**src/rtl/pri_frame_if.sv**
```systemverilog
// Sample stream in from the Aurora receiver and the framed stream out to DPC.
interface pri_frame_if #(
    parameter int DATA_W = 36
);
    logic [DATA_W-1:0] rx_data;
    logic              rx_valid;
    logic              dpc_start;
    logic [DATA_W-1:0] dpc_data;
    logic              dpc_valid;
    logic              dpc_last;
    logic              dpc_abort;

    modport master (
        output rx_data, rx_valid,
        input  dpc_start, dpc_data, dpc_valid, dpc_last, dpc_abort
    );

    modport slave (
        input  rx_data, rx_valid,
        output dpc_start, dpc_data, dpc_valid, dpc_last, dpc_abort
    );
endinterface

```
**src/rtl/pri_frame_ctrl.sv**
```systemverilog
// PRI-synchronous frame sequencer: skips cfg_skip samples after each accepted
// PRI edge, forwards cfg_len samples to DPC, and counts link/overrun/stall errors.
module pri_frame_ctrl #(
    parameter int DATA_W  = 36,
    parameter int LEN_W   = 16,
    parameter int TIMEOUT = 4096
) (
    input  logic             clk_200M,
    input  logic             rst,
    input  logic             PRI,
    input  logic             channel_up,
    input  logic [LEN_W-1:0] cfg_skip,
    input  logic [LEN_W-1:0] cfg_len,
    input  logic             err_clr,
    pri_frame_if.slave       bus,
    output logic             frame_done,
    output logic             busy,
    output logic [LEN_W-1:0] cnt_srio,
    output logic [31:0]      frame_cnt,
    output logic [15:0]      err_link,
    output logic [15:0]      err_overrun,
    output logic [15:0]      err_timeout
);
    localparam logic [1:0] ST_IDLE    = 2'd0;
    localparam logic [1:0] ST_SKIP    = 2'd1;
    localparam logic [1:0] ST_CAPTURE = 2'd2;
    localparam logic [1:0] ST_DONE    = 2'd3;
    localparam int IDLE_W = $clog2(TIMEOUT + 1);

    logic [1:0]        r_state;
    logic              r_pri_d;
    logic [LEN_W-1:0]  r_skip, r_len, r_skip_cnt, r_cnt;
    logic [IDLE_W-1:0] r_idle_cnt;
    logic [DATA_W-1:0] r_data;
    logic              r_start, r_valid, r_last, r_abort, r_done;
    logic [31:0]       r_frame_cnt;
    logic [15:0]       r_err_link, r_err_overrun, r_err_timeout;

    logic w_busy, w_pri_edge, w_start, w_link_inc, w_ovr_inc, w_to_hit;

    always_comb begin
        w_busy     = (r_state == ST_SKIP) || (r_state == ST_CAPTURE);
        w_pri_edge = PRI & ~r_pri_d;
        w_start    = ~w_busy & w_pri_edge & channel_up & (cfg_len != '0);
        // Link loss is charged both for a dead-link edge and for a drop mid-window.
        w_link_inc = ~channel_up & (w_busy | w_pri_edge);
        w_ovr_inc  = w_busy & w_pri_edge;
        w_to_hit   = w_busy & channel_up & (r_idle_cnt == IDLE_W'(TIMEOUT));
    end

    always_ff @(posedge clk_200M) begin
        if (rst) begin
            r_state     <= ST_IDLE;
            r_pri_d     <= 1'b0;
            r_skip      <= '0;
            r_len       <= '0;
            r_skip_cnt  <= '0;
            r_cnt       <= '0;
            r_data      <= '0;
            r_start     <= 1'b0;
            r_valid     <= 1'b0;
            r_last      <= 1'b0;
            r_abort     <= 1'b0;
            r_done      <= 1'b0;
            r_frame_cnt <= '0;
        end else begin
            r_pri_d <= PRI;
            r_start <= 1'b0;
            r_valid <= 1'b0;
            r_last  <= 1'b0;
            r_abort <= 1'b0;
            r_done  <= 1'b0;
            case (r_state)
                ST_SKIP, ST_CAPTURE: begin
                    if (!channel_up || w_to_hit) begin
                        r_abort <= 1'b1;
                        r_state <= ST_IDLE;
                    end else if (bus.rx_valid) begin
                        if (r_state == ST_SKIP) begin
                            r_skip_cnt <= r_skip_cnt + LEN_W'(1);
                            if (r_skip_cnt == r_skip - LEN_W'(1))
                                r_state <= ST_CAPTURE;
                        end else begin
                            r_data  <= bus.rx_data;
                            r_valid <= 1'b1;
                            r_cnt   <= r_cnt + LEN_W'(1);
                            if (r_cnt + LEN_W'(1) == r_len) begin
                                r_last      <= 1'b1;
                                r_done      <= 1'b1;
                                r_frame_cnt <= r_frame_cnt + 32'd1;
                                r_state     <= ST_DONE;
                            end
                        end
                    end
                end
                default: begin
                    r_state <= ST_IDLE;
                    if (w_start) begin
                        r_start    <= 1'b1;
                        r_cnt      <= '0;
                        r_skip     <= cfg_skip;
                        r_len      <= cfg_len;
                        r_skip_cnt <= '0;
                        r_state    <= (cfg_skip == '0) ? ST_CAPTURE : ST_SKIP;
                    end
                end
            endcase
        end
    end

    // Stall detector: counts idle cycles inside a window, parks at TIMEOUT.
    always_ff @(posedge clk_200M) begin
        if (rst || w_start || bus.rx_valid)
            r_idle_cnt <= '0;
        else if (w_busy && r_idle_cnt != IDLE_W'(TIMEOUT))
            r_idle_cnt <= r_idle_cnt + IDLE_W'(1);
    end

    always_ff @(posedge clk_200M) begin
        if (rst || err_clr) begin
            r_err_link    <= '0;
            r_err_overrun <= '0;
            r_err_timeout <= '0;
        end else begin
            if (w_link_inc && r_err_link != 16'hFFFF)
                r_err_link <= r_err_link + 16'd1;
            if (w_ovr_inc && r_err_overrun != 16'hFFFF)
                r_err_overrun <= r_err_overrun + 16'd1;
            if (w_to_hit && r_err_timeout != 16'hFFFF)
                r_err_timeout <= r_err_timeout + 16'd1;
        end
    end

    assign bus.dpc_start = r_start;
    assign bus.dpc_data  = r_data;
    assign bus.dpc_valid = r_valid;
    assign bus.dpc_last  = r_last;
    assign bus.dpc_abort = r_abort;
    assign frame_done    = r_done;
    assign busy          = w_busy;
    assign cnt_srio      = r_cnt;
    assign frame_cnt     = r_frame_cnt;
    assign err_link      = r_err_link;
    assign err_overrun   = r_err_overrun;
    assign err_timeout   = r_err_timeout;
endmodule
```
**src/flat_wrapper.sv**
```systemverilog
// flat-port wrapper written by rule: the top's interface ports become plain ports
module pri_frame_ctrl_flat 
#(
    parameter int DATA_W  = 36,
    parameter int LEN_W   = 16,
    parameter int TIMEOUT = 4096
)
  (clk_200M, rst, PRI, channel_up, cfg_skip, cfg_len, err_clr, frame_done, busy, cnt_srio, frame_cnt, err_link, err_overrun, err_timeout, bus_rx_data, bus_rx_valid, bus_dpc_start, bus_dpc_data, bus_dpc_valid, bus_dpc_last, bus_dpc_abort);
  pri_frame_if #(.DATA_W(DATA_W)) bus_i ();
  input  logic clk_200M;
  input  logic rst;
  input  logic PRI;
  input  logic channel_up;
  input  logic [LEN_W-1:0] cfg_skip;
  input  logic [LEN_W-1:0] cfg_len;
  input  logic err_clr;
  output logic frame_done;
  output logic busy;
  output logic [LEN_W-1:0] cnt_srio;
  output logic [31:0] frame_cnt;
  output logic [15:0] err_link;
  output logic [15:0] err_overrun;
  output logic [15:0] err_timeout;
  input wire logic [$bits(bus_i.rx_data)-1:0] bus_rx_data;
  input wire logic [$bits(bus_i.rx_valid)-1:0] bus_rx_valid;
  output wire logic [$bits(bus_i.dpc_start)-1:0] bus_dpc_start;
  output wire logic [$bits(bus_i.dpc_data)-1:0] bus_dpc_data;
  output wire logic [$bits(bus_i.dpc_valid)-1:0] bus_dpc_valid;
  output wire logic [$bits(bus_i.dpc_last)-1:0] bus_dpc_last;
  output wire logic [$bits(bus_i.dpc_abort)-1:0] bus_dpc_abort;
  assign bus_i.rx_data = bus_rx_data;
  assign bus_i.rx_valid = bus_rx_valid;
  assign bus_dpc_start = bus_i.dpc_start;
  assign bus_dpc_data = bus_i.dpc_data;
  assign bus_dpc_valid = bus_i.dpc_valid;
  assign bus_dpc_last = bus_i.dpc_last;
  assign bus_dpc_abort = bus_i.dpc_abort;
  pri_frame_ctrl #(.DATA_W(DATA_W), .LEN_W(LEN_W), .TIMEOUT(TIMEOUT)) u_core (.clk_200M(clk_200M), .rst(rst), .PRI(PRI), .channel_up(channel_up), .cfg_skip(cfg_skip), .cfg_len(cfg_len), .err_clr(err_clr), .bus(bus_i), .frame_done(frame_done), .busy(busy), .cnt_srio(cnt_srio), .frame_cnt(frame_cnt), .err_link(err_link), .err_overrun(err_overrun), .err_timeout(err_timeout));
endmodule
```
**config.mk**
```make
export PLATFORM = sky130hd
export DESIGN_NAME = pri_frame_ctrl_flat
export DESIGN_NICKNAME = d
export VERILOG_FILES = /design/src/rtl/pri_frame_if.sv /design/src/rtl/pri_frame_ctrl.sv /design/src/flat_wrapper.sv
export SDC_FILE = /design/constraint.sdc
export NUM_CORES = 1
export LEC_CHECK = 0
export BUFFER_PORTS_ARGS = -buffer_cell sky130_fd_sc_hd__buf_2
export CAP_MARGIN = 10
export CORE_MARGIN = 4
export CORE_UTILIZATION = 30
export DETAILED_ROUTE_END_ITERATION = 10
export GPL_TIMING_DRIVEN = 0
export PLACE_DENSITY_LB_ADDON = 0.05
export SETUP_SLACK_MARGIN = 0.2
export SYNTH_ARGS = -nofsm -noshare
export SYNTH_HDL_FRONTEND = slang
export SYNTH_SLANG_ARGS = --single-unit
```
**constraint.sdc**
```tcl
create_clock -name clk_200M -period 3.2 [get_ports clk_200M]
set_clock_uncertainty 0.05 [all_clocks]
set_input_delay 0.16 -clock clk_200M [delete_from_list [all_inputs] [get_ports clk_200M]]
set_output_delay 0.16 -clock clk_200M [all_outputs]
set_load 0.03 [all_outputs]
```
==> metrics <==
Port Buf Inserts=210; clk sink count=200; cts bufs inserted=17; Synth area leaders=dfxtp_1, nand2_1, a21oi_1; Hold WC Path Type=in2reg; DRT iter0 DRCs=434; I/O pin cnt=212; status=completed; DR WL/cell=~16 microns; Final Non-Filler Cells=between 1500 and 2000; clock transition at the registers of the reported paths=approximately 0.070 ns; post-place setup slack=-0.525 ns; PnR worst setup slack=~0.33 ns; final instance area=between 10000 and 15000 sq um; pin count of the biggest net entering global routing=19; final hold vios=0; unique cell type count in the Yosys netlist=about 70; gr usage total=17.1%; Avg Vias per Cell=between 4 and 5; area grow syn2layout=33.5%; slowest stage delay, CP=around 0.50 ns; Synth Warn #=0; die area=35100 sq um; crit end category=register; Routed WL=approximately 30000 microns; initial antenna violation count=1; Worst Hold Margin=approximately 0.034 ns; GRT overflow=0; Initial Utilization=30.5%; crit path launch type=register; WP data arrival=3.19 ns; final slew viol count=0; sequential area share after synthesis=41.5%; share of the synthesized area in the top cell type=41.5%; Synth area leader=dfxtp_1; Setup TNS=0 ns; pwr dens=around 420 nW/um^2; via count=9543; Placed Instance Area=approximately 11000 sq um; CTS root buffer=clkbuf_16; Worst-Skew Late Latency=0.45 ns; syn nets=between 1000 and 1500; Slew @ Worst Pin=0.859 ns; crit-path cells=buf_6 > inv_4 > ha_4 > or3b_4 > buf_8 > or4_1 > a31oi_1 > nand4_1 > a2111oi_4 > nor3_2 > a211oi_2; DIE WIDTH=187 microns; Max-Cap Viols=0; Setup Viol. Count Final=0; gp weighted congestion=slightly below 0.8; Max FO, Critical Path=7; layout cells sized above 1=between 20% and 30%; Final ANT Viol Nets=0; Syn Inst Count=between 1000 and 1500; Most used DFF post-synth=dfxtp_1; post-synthesis register bit count=200; Post-synth EDFFs=0; Critical Path RT=3.51 ns; H-Tree Depth=4; Post-Syn Area=slightly below 10000 sq um; Leakage=just under 5 nW; core footprint=31600 sq um; CP Class=reg2reg; clock tree from TritonCTS=done; syn_area_per_cell=8.05 sq um; slowest cell on the critical path=or4_1; vias in the first global route=a little over 9000; FMAX=348 MHz; drt drc=0; Worst slew margin=42.5%; fin crit period=roughly 2.9 ns; Die H=between 150 and 200 microns; HPWL after DPL=about 22000 microns; Clock Path Buffers=2; VDD IR max=slightly above 0.4 mV; 1st-pass router iterations=5; RSZ-0062 raised after global routing=no; Net count, final=1594; diode count=0; asr flop ratio synth=0%; first-pass GRT wire length=~49000 microns; site row count=between 60 and 70; Final period util=about 90%; # placed instances=~1800
[placed cells by master, fill, tap and decap left out, drive strengths merged, types with 4 or more instances in the layout]
| cell | synthesis | final |
|---|---|---|
| nor3 | 19 | 19 |
| dlygate4sd3 | 0 | 69 |
| nand2 | 186 | 186 |
| nor2b | 6 | 6 |
| nand4b | 6 | 6 |
| and2 | 7 | 7 |
| inv | 22 | 27 |
| clkbuf | 55 | 69 |
| mux2i | 8 | 8 |
| nand2b | 9 | 9 |
| ha | 12 | 12 |
| or4 | 19 | 19 |
| clkinv | 0 | 4 |
| and4 | 9 | 9 |
| nor3b | 6 | 6 |
| nand3 | 45 | 45 |
| xor2 | 41 | 41 |
| nor2 | 108 | 108 |
| dfxtp | 200 | 200 |
| xnor2 | 52 | 52 |
| a31oi | 4 | 4 |
| or3 | 40 | 40 |
| o31ai | 13 | 13 |
| buf | 15 | 241 |
| nand4 | 32 | 32 |
| clkinvlp | 0 | 4 |
| o2111ai | 4 | 4 |
| nand3b | 9 | 9 |
| a211oi | 5 | 5 |
| a21oi | 135 | 135 |
| o21ai | 49 | 49 |
| and3 | 15 | 15 |
| nor4 | 25 | 25 |
[flip-flops by register name (all words and copies together), names as in the netlist]
register	cells
u_core.err_overrun	16
u_core.frame_cnt	32
u_core.r_pri_d	1
u_core.r_skip_cnt	16
u_core.cnt_srio	16
u_core.err_timeout	16
u_core.r_idle_cnt	13
u_core.r_state	2
u_core.bus.dpc_data	36
u_core.r_skip	16
u_core.bus.dpc_abort	1
u_core.bus.dpc_last	1
u_core.r_len	16
u_core.bus.dpc_valid	1
u_core.err_link	16
u_core.bus.dpc_start	1
[final timing paths]
kind	start	end	slack [ns]	depth (start not counted)
worst max-delay path	u_core.r_skip[0]$_SDFFE_PP0P_	u_core.r_state[1]$_SDFFE_PP0P_	0.33	11
worst min-delay path	channel_up	u_core.bus.dpc_valid$_SDFF_PP0_	0.03	3
worst max register to register	u_core.r_skip[0]$_SDFFE_PP0P_	u_core.r_state[1]$_SDFFE_PP0P_	0.33	11
worst min register to register	u_core.bus.dpc_data[23]$_SDFFE_PP0P_	u_core.bus.dpc_data[23]$_SDFFE_PP0P_	0.40	2
[worst max-delay path, delay by kind of cell, from the launching register on]
| kind | cells | cell delay (ns) |
|---|---|---|
| AO/OA/AOI/OAI | 3 | 0.82 |
| adder cells (fa/ha/maj) | 1 | 0.12 |
| AND/OR/NAND/NOR | 4 | 1.18 |
| flip-flops | 1 | 0.32 |
| buffers and inverters | 3 | 0.31 |
[what timing repair did]
item | 4_1_cts | 5_1_grt
endpoints found under the setup margin | 71 | 66
hold buffers | 69 | 0
gates resized for setup | 37 | 54
setup buffers | 4 | 8
endpoints found under the hold margin | 69 | 0
pin swaps | 8 | 9
[Yosys cell counts, types with 7 or more instances]
cell and instances:
a21oi_1 135, and2_1 7, and3_1 15, and4_1 9, buf_2 11, clkbuf_1 55, dfxtp_1 200, ha_1 12
inv_1 22, mux2i_1 8, nand2_1 186, nand2b_1 9, nand3_1 42, nand3b_1 9, nand4_1 30, nor2_1 108
nor3_1 19, nor4_1 22, o21ai_0 49, o31ai_1 13, or3_1 40, or4_1 19, xnor2_1 52, xor2_1 41
[per-layer routing]
metal	vias up	GRT usage, %	share of wire (%)
li1	4837	-	-
met1	4483	23.2	48
met2	194	27.4	46
met3	27	3.88	4.8
met4	2	4.72	1.4
met5	-	0	0.065
[layout make-up]
cell class / instances / area, sq um
fillers: 3302 / 18800
multi-input cells: 906 / 5550
flip-flops and latches: 200 / 4010
repair buffers: 291 / 1830
well taps: 402 / 503
clock buffers: 18 / 439
plain buffers: 70 / 327
clock inverters: 14 / 140
inverters: 22 / 85.1
[logic make-up (layout without fill, tap and decap cells)]
| kind of cell | count (synthesis) | count (layout) | share of synthesized area, % |
|---|---|---|---|
| and+or+nand+nor | 554 | 554 | 29.2 |
| muxes | 8 | 8 | 0.830 |
| AOI/OAI and AO/OA | 237 | 237 | 14.1 |
| buffers and inverters | 92 | 415 | 3.80 |
| DFF | 200 | 200 | 41.5 |
| adders and majority gates | 12 | 12 | 1.56 |
| xor gates and xnor gates | 95 | 95 | 8.92 |
[stage by stage]
step                      power [mW]  utilization (%)
after detailed placement        3.10             35.4
after global placement          3.09             35.4
final                           5.35             40.7
after floorplan                 2.92                -
after global routing            5.62             40.7
after CTS                       5.41             40.2
[where the power goes]
group          switching [mW]  internal (mW)  total, mW
combinational           0.341          0.273      0.613
sequential             0.0325           2.52       2.55
clock                    1.07           1.12       2.18
No activity file was read; power rests on OpenSTA's default activity.
